==> src/rtl/wm_pkg.sv <==
// Shared washing-machine definitions: controller state/cycle codes, the
// 7-segment hex decode and the front-panel beep FSM types.
package wm_pkg;

  typedef enum logic [2:0] {
    IDLE     = 3'b000,
    FILL     = 3'b001,
    WASH     = 3'b010,
    RINSE    = 3'b011,
    SPIN     = 3'b100,
    DRAIN    = 3'b101,
    PAUSED   = 3'b110,
    COMPLETE = 3'b111
  } wm_state_e;

  typedef enum logic [1:0] {
    DELICATE = 2'b00,
    NORMAL   = 2'b01,
    HEAVY    = 2'b10
  } wm_cycle_e;

  typedef enum logic [1:0] {
    B_IDLE = 2'b00,
    B_ON   = 2'b01,
    B_OFF  = 2'b10,
    B_DONE = 2'b11
  } beep_state_e;

  typedef enum logic {
    MODE_REPEAT  = 1'b0,
    MODE_ONESHOT = 1'b1
  } beep_mode_e;

  // Active-high segments, bit0 = a ... bit6 = g.
  function automatic logic [6:0] hex7(input logic [3:0] v);
    case (v)
      4'h0:    hex7 = 7'h3F;
      4'h1:    hex7 = 7'h06;
      4'h2:    hex7 = 7'h5B;
      4'h3:    hex7 = 7'h4F;
      4'h4:    hex7 = 7'h66;
      4'h5:    hex7 = 7'h6D;
      4'h6:    hex7 = 7'h7D;
      4'h7:    hex7 = 7'h07;
      4'h8:    hex7 = 7'h7F;
      4'h9:    hex7 = 7'h6F;
      4'hA:    hex7 = 7'h77;
      4'hB:    hex7 = 7'h7C;
      4'hC:    hex7 = 7'h39;
      4'hD:    hex7 = 7'h5E;
      4'hE:    hex7 = 7'h79;
      default: hex7 = 7'h71;
    endcase
  endfunction

endpackage

==> src/rtl/wm_debounce.sv <==
// Two-flop synchronizer, counting debouncer and registered rising-edge pulse
// for one asynchronous panel input.
module wm_debounce
  import wm_pkg::*;
#(
  parameter int DEBOUNCE_CYCLES = 16
) (
  input  logic clk,
  input  logic reset,
  input  logic raw_i,
  output logic level_o,
  output logic rise_o
);

  localparam int CNT_W = $clog2(DEBOUNCE_CYCLES);
  localparam logic [CNT_W-1:0] CNT_LAST = CNT_W'(DEBOUNCE_CYCLES - 1);

  logic             meta_q, sync_q;
  logic             db_q, db_d;
  logic             rise_q, rise_d;
  logic [CNT_W-1:0] cnt_q, cnt_d;

  // NOTE: every variable driven here gets a default first so no latch is inferred.
  always_comb begin
    db_d   = db_q;
    cnt_d  = '0;
    rise_d = 1'b0;
    if (sync_q != db_q) begin
      if (cnt_q == CNT_LAST) begin
        db_d   = sync_q;
        rise_d = sync_q;
      end else begin
        cnt_d = cnt_q + 1'b1;
      end
    end
  end

  // NOTE: state registers use non-blocking assignments so all flops update together.
  always_ff @(posedge clk) begin
    if (reset) begin
      meta_q <= 1'b0;
      sync_q <= 1'b0;
      db_q   <= 1'b0;
      cnt_q  <= '0;
      rise_q <= 1'b0;
    end else begin
      meta_q <= raw_i;
      sync_q <= meta_q;
      db_q   <= db_d;
      cnt_q  <= cnt_d;
      rise_q <= rise_d;
    end
  end

  assign level_o = db_q;
  assign rise_o  = rise_q;

endmodule

==> src/rtl/wm_front_panel.sv <==
// Operator front panel: conditions buttons/door switch for the controller and
// drives the 7-segment digits, cycle/lock LEDs and the patterned buzzer.
module wm_front_panel
  import wm_pkg::*;
#(
  parameter int DEBOUNCE_CYCLES = 16,
  parameter int BEEP_ON         = 8,
  parameter int BEEP_OFF        = 8,
  parameter int BEEP_COUNT      = 3
) (
  input  logic       clk,
  input  logic       reset,
  input  logic       btn_start_raw,
  input  logic       btn_cycle_raw,
  input  logic       door_sw_raw,
  output logic       start_stop,
  output logic       cycle_select,
  output logic       door_open,
  input  logic [2:0] led_state,
  input  logic [1:0] led_cycle,
  input  logic       door_lock,
  input  logic       buzzer,
  input  logic [3:0] timer_display,
  output logic [6:0] seg_timer,
  output logic [6:0] seg_state,
  output logic [2:0] cycle_leds,
  output logic       lock_led,
  output logic       buzzer_out
);

  localparam int PH_MAX = (BEEP_ON > BEEP_OFF) ? BEEP_ON : BEEP_OFF;
  localparam int PH_W   = $clog2(PH_MAX + 1);
  localparam int BC_W   = $clog2(BEEP_COUNT + 1);

  logic start_level, start_rise, cycle_level, cycle_rise, door_rise;
  logic unused_ok;

  wm_debounce #(.DEBOUNCE_CYCLES(DEBOUNCE_CYCLES)) u_db_start (
    .clk(clk), .reset(reset), .raw_i(btn_start_raw), .level_o(start_level), .rise_o(start_rise)
  );
  wm_debounce #(.DEBOUNCE_CYCLES(DEBOUNCE_CYCLES)) u_db_cycle (
    .clk(clk), .reset(reset), .raw_i(btn_cycle_raw), .level_o(cycle_level), .rise_o(cycle_rise)
  );
  wm_debounce #(.DEBOUNCE_CYCLES(DEBOUNCE_CYCLES)) u_db_door (
    .clk(clk), .reset(reset), .raw_i(door_sw_raw), .level_o(door_open), .rise_o(door_rise)
  );

  assign unused_ok    = ^{start_level, cycle_level, door_rise};
  assign start_stop   = start_rise;
  // Cycle changes are only meaningful to the controller while it is idle.
  assign cycle_select = cycle_rise && (led_state == IDLE);

  logic [6:0] seg_timer_q, seg_state_q;
  logic [2:0] cycle_leds_q, cycle_leds_d;
  logic       lock_led_q;

  always_comb begin
    case (led_cycle)
      DELICATE: cycle_leds_d = 3'b001;
      NORMAL:   cycle_leds_d = 3'b010;
      HEAVY:    cycle_leds_d = 3'b100;
      default:  cycle_leds_d = 3'b000;
    endcase
  end

  beep_state_e      bstate_q, bstate_d;
  beep_mode_e       mode_q, mode_d;
  logic [PH_W-1:0]  phase_q, phase_d;
  logic [BC_W-1:0]  beeps_q, beeps_d;
  logic             buzzer_prev_q;
  logic             buzzer_out_q;

  always_comb begin
    bstate_d = bstate_q;
    mode_d   = mode_q;
    phase_d  = phase_q;
    beeps_d  = beeps_q;
    if (!buzzer) begin
      bstate_d = B_IDLE;
    end else begin
      unique case (bstate_q)
        B_IDLE: begin
          if (!buzzer_prev_q) begin
            bstate_d = B_ON;
            phase_d  = '0;
            beeps_d  = '0;
            mode_d   = (led_state == COMPLETE) ? MODE_ONESHOT : MODE_REPEAT;
          end
        end
        B_ON: begin
          if (phase_q == PH_W'(BEEP_ON - 1)) begin
            bstate_d = B_OFF;
            phase_d  = '0;
          end else begin
            phase_d = phase_q + 1'b1;
          end
        end
        B_OFF: begin
          if (phase_q == PH_W'(BEEP_OFF - 1)) begin
            phase_d = '0;
            if (mode_q == MODE_ONESHOT && beeps_q == BC_W'(BEEP_COUNT - 1)) begin
              bstate_d = B_DONE;
            end else begin
              bstate_d = B_ON;
              if (mode_q == MODE_ONESHOT) beeps_d = beeps_q + 1'b1;
            end
          end else begin
            phase_d = phase_q + 1'b1;
          end
        end
        B_DONE:  bstate_d = B_DONE;
        default: bstate_d = B_IDLE;
      endcase
    end
  end

  always_ff @(posedge clk) begin
    if (reset) begin
      seg_timer_q   <= '0;
      seg_state_q   <= '0;
      cycle_leds_q  <= '0;
      lock_led_q    <= 1'b0;
      bstate_q      <= B_IDLE;
      mode_q        <= MODE_REPEAT;
      phase_q       <= '0;
      beeps_q       <= '0;
      buzzer_prev_q <= 1'b0;
      buzzer_out_q  <= 1'b0;
    end else begin
      seg_timer_q   <= hex7(timer_display);
      seg_state_q   <= hex7({1'b0, led_state});
      cycle_leds_q  <= cycle_leds_d;
      lock_led_q    <= door_lock;
      bstate_q      <= bstate_d;
      mode_q        <= mode_d;
      phase_q       <= phase_d;
      beeps_q       <= beeps_d;
      buzzer_prev_q <= buzzer;
      buzzer_out_q  <= (bstate_d == B_ON);
    end
  end

  assign seg_timer  = seg_timer_q;
  assign seg_state  = seg_state_q;
  assign cycle_leds = cycle_leds_q;
  assign lock_led   = lock_led_q;
  assign buzzer_out = buzzer_out_q;

endmodule

==> config.mk <==
export PLATFORM = sky130hd
export DESIGN_NAME = wm_front_panel
export DESIGN_NICKNAME = d
export VERILOG_FILES = /design/src/rtl/wm_pkg.sv /design/src/rtl/wm_debounce.sv /design/src/rtl/wm_front_panel.sv
export SDC_FILE = /design/constraint.sdc
export NUM_CORES = 1
export LEC_CHECK = 0
export ABC_AREA = 1
export CORE_MARGIN = 4
export CORE_UTILIZATION = 45
export CTS_BUF_LIST = sky130_fd_sc_hd__clkbuf_4 sky130_fd_sc_hd__clkbuf_8 sky130_fd_sc_hd__clkbuf_16
export DETAILED_ROUTE_END_ITERATION = 16
export PLACE_DENSITY = 0.7
export SKIP_LAST_GASP = 1
export SLEW_MARGIN = 0
export SYNTH_ARGS = -nofsm -noshare
export SYNTH_HDL_FRONTEND = slang
export SYNTH_SLANG_ARGS = --single-unit
==> constraint.sdc <==
create_clock -name clk -period 2.08 [get_ports clk]
set_clock_uncertainty 0.2 [all_clocks]
set_input_delay 0.312 -clock clk [delete_from_list [all_inputs] [get_ports clk]]
set_output_delay 0.312 -clock clk [all_outputs]
set_load 0.005 [all_outputs]
== Yosys cells after proc, flatten, opt, wreduce, memory -nomap -nowiden ==
Memory sizes are Yosys's and may differ from the RTL's. A register that Yosys moved wholly into a read port is not among the register bits.
Index checks and enable logic that the tools add are counted.
Word-level totals
  word-level logic and storage cells: 89
  output and inout port bits: 22
  register bits: 38
  memories kept: 2
  bits in read-only memories: 168
Memories
  (no name shown): depth 16, bits a word 7, read ports 1, clocked after Yosys merged registers in 1, write ports 0, RTL line wm_pkg.sv:36  | case (v)
  (no name shown): depth 8, bits a word 7, read ports 1, clocked after Yosys merged registers in 1, write ports 0, RTL line wm_pkg.sv:36
Operators by class
  bitwise logic cells: 6
  muxes and demuxes: 16
  $add $sub $neg: 5
  reduce and logical (&&, ||, !) cells: 19
  equality and inequality tests: 19
Operator list (count)
  2-bit two-way mux: 9
  4-bit by 1-bit adder with 4-bit output (second input constant): 4
  3-bit OR reduction: 5
  4-bit equality test (second input constant): 3
  3-bit case mux with 3 select lines: 1
  2-bit equality test (second input constant): 4
  4-bit two-way mux: 2
  2-bit inequality test (second input constant): 4
  2-bit case mux with 4 select lines: 1
  4-bit case mux with 2 select lines: 1
  2-bit by 1-bit equality test with 1-bit output (second input constant): 3
  1-bit inverter: 6
  2-bit AND reduction: 3
  3-bit AND reduction: 2
  6-bit AND reduction: 1
  4-bit by 3-bit equality test with 1-bit output (second input constant): 1
  2-bit logical NOT: 2
  2-bit case mux with 2 select lines: 1
  2-bit nonzero test: 2
  3-bit equality test (second input constant): 1
  3-bit logical NOT: 1
  1-bit inequality test: 3
  2-bit by 1-bit adder with 2-bit output (second input constant): 1
  1-bit logical AND: 2
  other kinds (2): 2

== Logic depth before layout (Yosys ltp) ==
  depth after elaboration: 7
  gate-level depth with buffers: 9

== Hierarchy ==
A second synthesis with hierarchy kept.
Second synthesis, totals
  cell total of the unflattened synthesis: 286
  area, all modules: 2346.0 µm²
Modules (own cells, without submodules)
  wm_front_panel: area each 1437.6 µm², times used 1, cells each 178, seq. area each 580.6 µm²
  wm_debounce: area each 302.8 µm², times used 3, cells each 36, seq. area each 160.2 µm²

== Worst setup path after synthesis ==
No wires, ideal clock.
  path kind: register -> register
  start: register bstate_q[0]
  end: register phase_q[2]
  setup slack: 0.566 ns
  arrival time: 1.198 ns
  data required time: 1.764 ns
  period minus slack after synthesis: 1.514 ns
  library setup time: 0.116 ns
  stages on the path, launching flop included: 7
  buffers on the path: 0
  cells stage by stage: dfxtp_1 inv_1 ha_1 o21ai_2 nor2_1 o21ai_0 nor2_1
On the way
  word-level cells in the longest chain between the ends: 4
RTL lines
  from (decl): RTL line wm_front_panel.sv:66  | beep_state_e bstate_q, bstate_d;
  from (signal assigned): RTL line wm_front_panel.sv:134  | bstate_q <= bstate_d;
  2-bit equality test / 2-bit by 1-bit equality test with 1-bit output (equally long branches): RTL line wm_front_panel.sv:81  | unique case (bstate_q)
  2-bit OR reduction (no source line)
  2-bit nonzero test (no source line)
  3-bit AND reduction (no source line)
  to (signal assigned): RTL line wm_front_panel.sv:136  | phase_q <= phase_d;
  to (decl): RTL line wm_front_panel.sv:68  | logic [PH_W-1:0] phase_q, phase_d;
Several ways; a longest one is shown, not always the timed one.
A chain may end at the register's enable or synchronous reset.

== Worst setup path after layout ==
  start: input port led_state[1]
  end: output port cycle_select
On the way
  word-level cells in the longest chain between the ends: 2
RTL lines
  from (decl): RTL line wm_front_panel.sv:19  | input logic [2:0] led_state,
  3-bit logical NOT: RTL line wm_front_panel.sv:51  | assign cycle_select = cycle_rise && (led_state == IDLE);
  1-bit logical AND: RTL line wm_front_panel.sv:51
  to (decl): RTL line wm_front_panel.sv:17  | output logic cycle_select,
Every way passes these cells.

==> impl_metrics.ini <==
[global_routing]
grtUsageTotal = 0.135
overflow = 0
grt_max_degree = 17
antenna_found_initial = 0
grt_first_pass_wirelength_mm = 6.79
grt_pass1_vias = 1634

[drt]
viasPerCell = 4.54
wl_met2_mm = 1.80
dr_total_vias = 1752
ant_nets = 0
finalWirelength_mm = 3.93
top_layer_used = met4
wl_per_cell_um = 10.2
dr.pass1.iters = 4
post-route-drc-count = 0
wl_met3_um = 190
wl_met1_mm = 1.90
first_iter_violations = 36

[worst_setup_path]
cp-end-kind = output port
critical_path_class = in2out
path_max_fanout = 2
crit_required_ns = 1.57
r2r-start = bstate_q[0]
reg2reg_depth = 6
r2r_end = phase_q[2]
worstPathArrival_ns = 1.42
reg2reg_slack_ns = 0.36
startpoint_type = primary input

[sta]
setup_tns_ns = 0
final-hold-violation-count = 0
setup_viol = 0
worst_pin_slew_ns = 0.397
fmax_mhz = 518
setup_slack_ns = 0.151
min_period_over_period = 0.927
slew_viol_final = 0
rsz0062_at_grt = no
slew_headroom = 0.735
post-route-min-period_ns = 1.93

[die]
fp.dieH_um = 78.4
dieArea_mm2 = 0.00614
start_util = 0.468
rows = 25
die_w_um = 78.4
coreArea_mm2 = 0.00475
boundaryPins = 38

[min_path]
hold_start = u_db_door.meta_q
worstHoldPathType = reg2reg
min_to = u_db_door.sync_q
holdPathStages = 2

[logic_synthesis]
synth_nets = 305
syn-instance-count = 267
synth_top_family_by_area = simple AND/OR/NAND/NOR gates
yosys.area_share.simple = 0.205
yosys.area_share.adder = 0.124
synth_edf_count = 0
syn_avg_cell_area_um2 = 8.34
synth_compound_area_frac = 0.100
yosysWarnings = 0
ys_types = 25
syn-cell-area_mm2 = 0.00223
synth_top_flop_cell = dfxtp_1
muxShareOfSynthArea = 0
async_flop_share = 0
synth_xor_area_frac = 0.0275
ys_seq_elements = 52
seq_area_frac_synth = 0.467

[layout]
stdcell_area_mm2 = 0.00285
layout-drive-gt1-share = 0.107
final_common_cell = dfxtp_1
regArea_mm2 = 0.00104
multi_input_comb_area_mm2 = 0.00102
final_nets = 356
n_antenna_cell = 0
syn_to_final_growth_pct = 28.1
fillers = 441
final_cell_mix = dfxtp_1, nor2_1, inv_1

[clock_network]
postCtsSetupBuffers = 0
htree_levels = 2
ctsHoldBuffers = 0
cts_tree = built
cts.path.max_buffers = 2
clock_sinks = 52
clk_pin_slew_ns = 0.09
ctsResizeCount = 3
cts_inserted_buffers = 5
cts-root-buf = clkbuf_8
clock_latency_ns = 0.30

[place]
place_area_mm2 = 0.00274
dp_hpwl_mm = 3.07
numPortBuffers = 37
routabilityCongestion = 0.842
dp_slack_ns = -0.0938

[pwr]
power_w = 0.00198
leakage_nw = 1.26
vdd_drop_max_v = 0.000483
power_density_mw_per_mm2 = 694

[flow_run]
drv_cap = 0

[run_status]
status = finished, final reports clean
[metrics by stage]
stage          instances   util  hold slack, ns
3_5_place_dp         378  0.576           0.195
2_1_floorplan        267      -           0.184
6_report             386  0.600           0.207
4_1_cts              386  0.600           0.209
5_1_grt              386  0.600           0.227
3_3_place_gp         378  0.576           0.190
[synthesized netlist by cell type (2+ instances only)]
library cell | count | area share
nand3_2 | 3 | 0.013
xor2_1 | 4 | 0.016
xnor2_1 | 3 | 0.012
nand4_1 | 2 | 0.0056
inv_1 | 37 | 0.062
nand3_1 | 13 | 0.029
dfxtp_1 | 52 | 0.47
buf_1 | 2 | 0.0034
or2_2 | 4 | 0.011
o21ai_0 | 12 | 0.027
o211ai_1 | 2 | 0.0067
nor2_1 | 38 | 0.064
nand2_1 | 34 | 0.057
a21oi_1 | 25 | 0.056
inv_2 | 2 | 0.0034
ha_1 | 22 | 0.12
or3b_1 | 2 | 0.0079
nand2_2 | 3 | 0.0084
[area by class of cell]
cell class,instances,share of cell area
Multi-Input combinational cell,172,0.356
Timing Repair Buffer,48,0.158
Inverter,39,0.0513
Clock buffer,6,0.0268
Sequential cell,52,0.365
Tap cell,67,0.0294
Clock inverter,2,0.0136
[routing by layer]
layer	track usage	vias up
met2	0.234	40
met3	0.0344	2
li1	-	942
met5	0	-
met1	0.162	768
met4	0.0472	0
[worst max-delay path by stage]
| stage | startpoint | endpoint | slack (ns) |
|---|---|---|---|
| 2_1_floorplan | bstate_q[0] | phase_q[2] | 0.57 |
| 3_3_place_gp | led_state[0] | cycle_select | -0.05 |
| 3_5_place_dp | led_state[0] | cycle_select | -0.09 |
| 4_1_cts | led_state[1] | cycle_select | 0.15 |
| 5_1_grt | led_state[1] | cycle_select | 0.09 |
| 6_report | led_state[1] | cycle_select | 0.15 |
[cells by family after synthesis]
| logic type | count (synthesis) |
|---|---|
| buffers and inverters | 43 |
| and+or+nand+nor | 101 |
| adders and majority gates | 22 |
| xor gates and xnor gates | 7 |
| AOI/OAI and AO/OA | 42 |
| DFF | 52 |
[critical path: stages]
cell             delay, ns
clkdlybuf4s50_1       0.48
inv_1                 0.06
ha_1                  0.19
nand2_1               0.08
nor2_1                0.04
dlygate4sd2_1         0.25
[report_power, final]
part	internal (W)	total [W]	switching (W)	leakage, nW
combinational	0.000124	0.000238	0.000114	0.775
clock	0.000377	0.000690	0.000314	0.0592
sequential	0.00104	0.00105	0.0000165	0.427
total	0.00154	0.00198	0.000444	1.26
[sequential cells by signal, summed over array words and instances (netlist names), 2 cells and up]
| name | cells |
|---|---|
| seg_state | 7 |
| u_db_start.cnt_q | 4 |
| phase_q | 4 |
| beeps_q | 2 |
| u_db_door.cnt_q | 4 |
| u_db_cycle.cnt_q | 4 |
| cycle_leds | 3 |
| bstate_q | 2 |
| seg_timer | 7 |
Note: power is estimated with default switching activity, not from simulation.
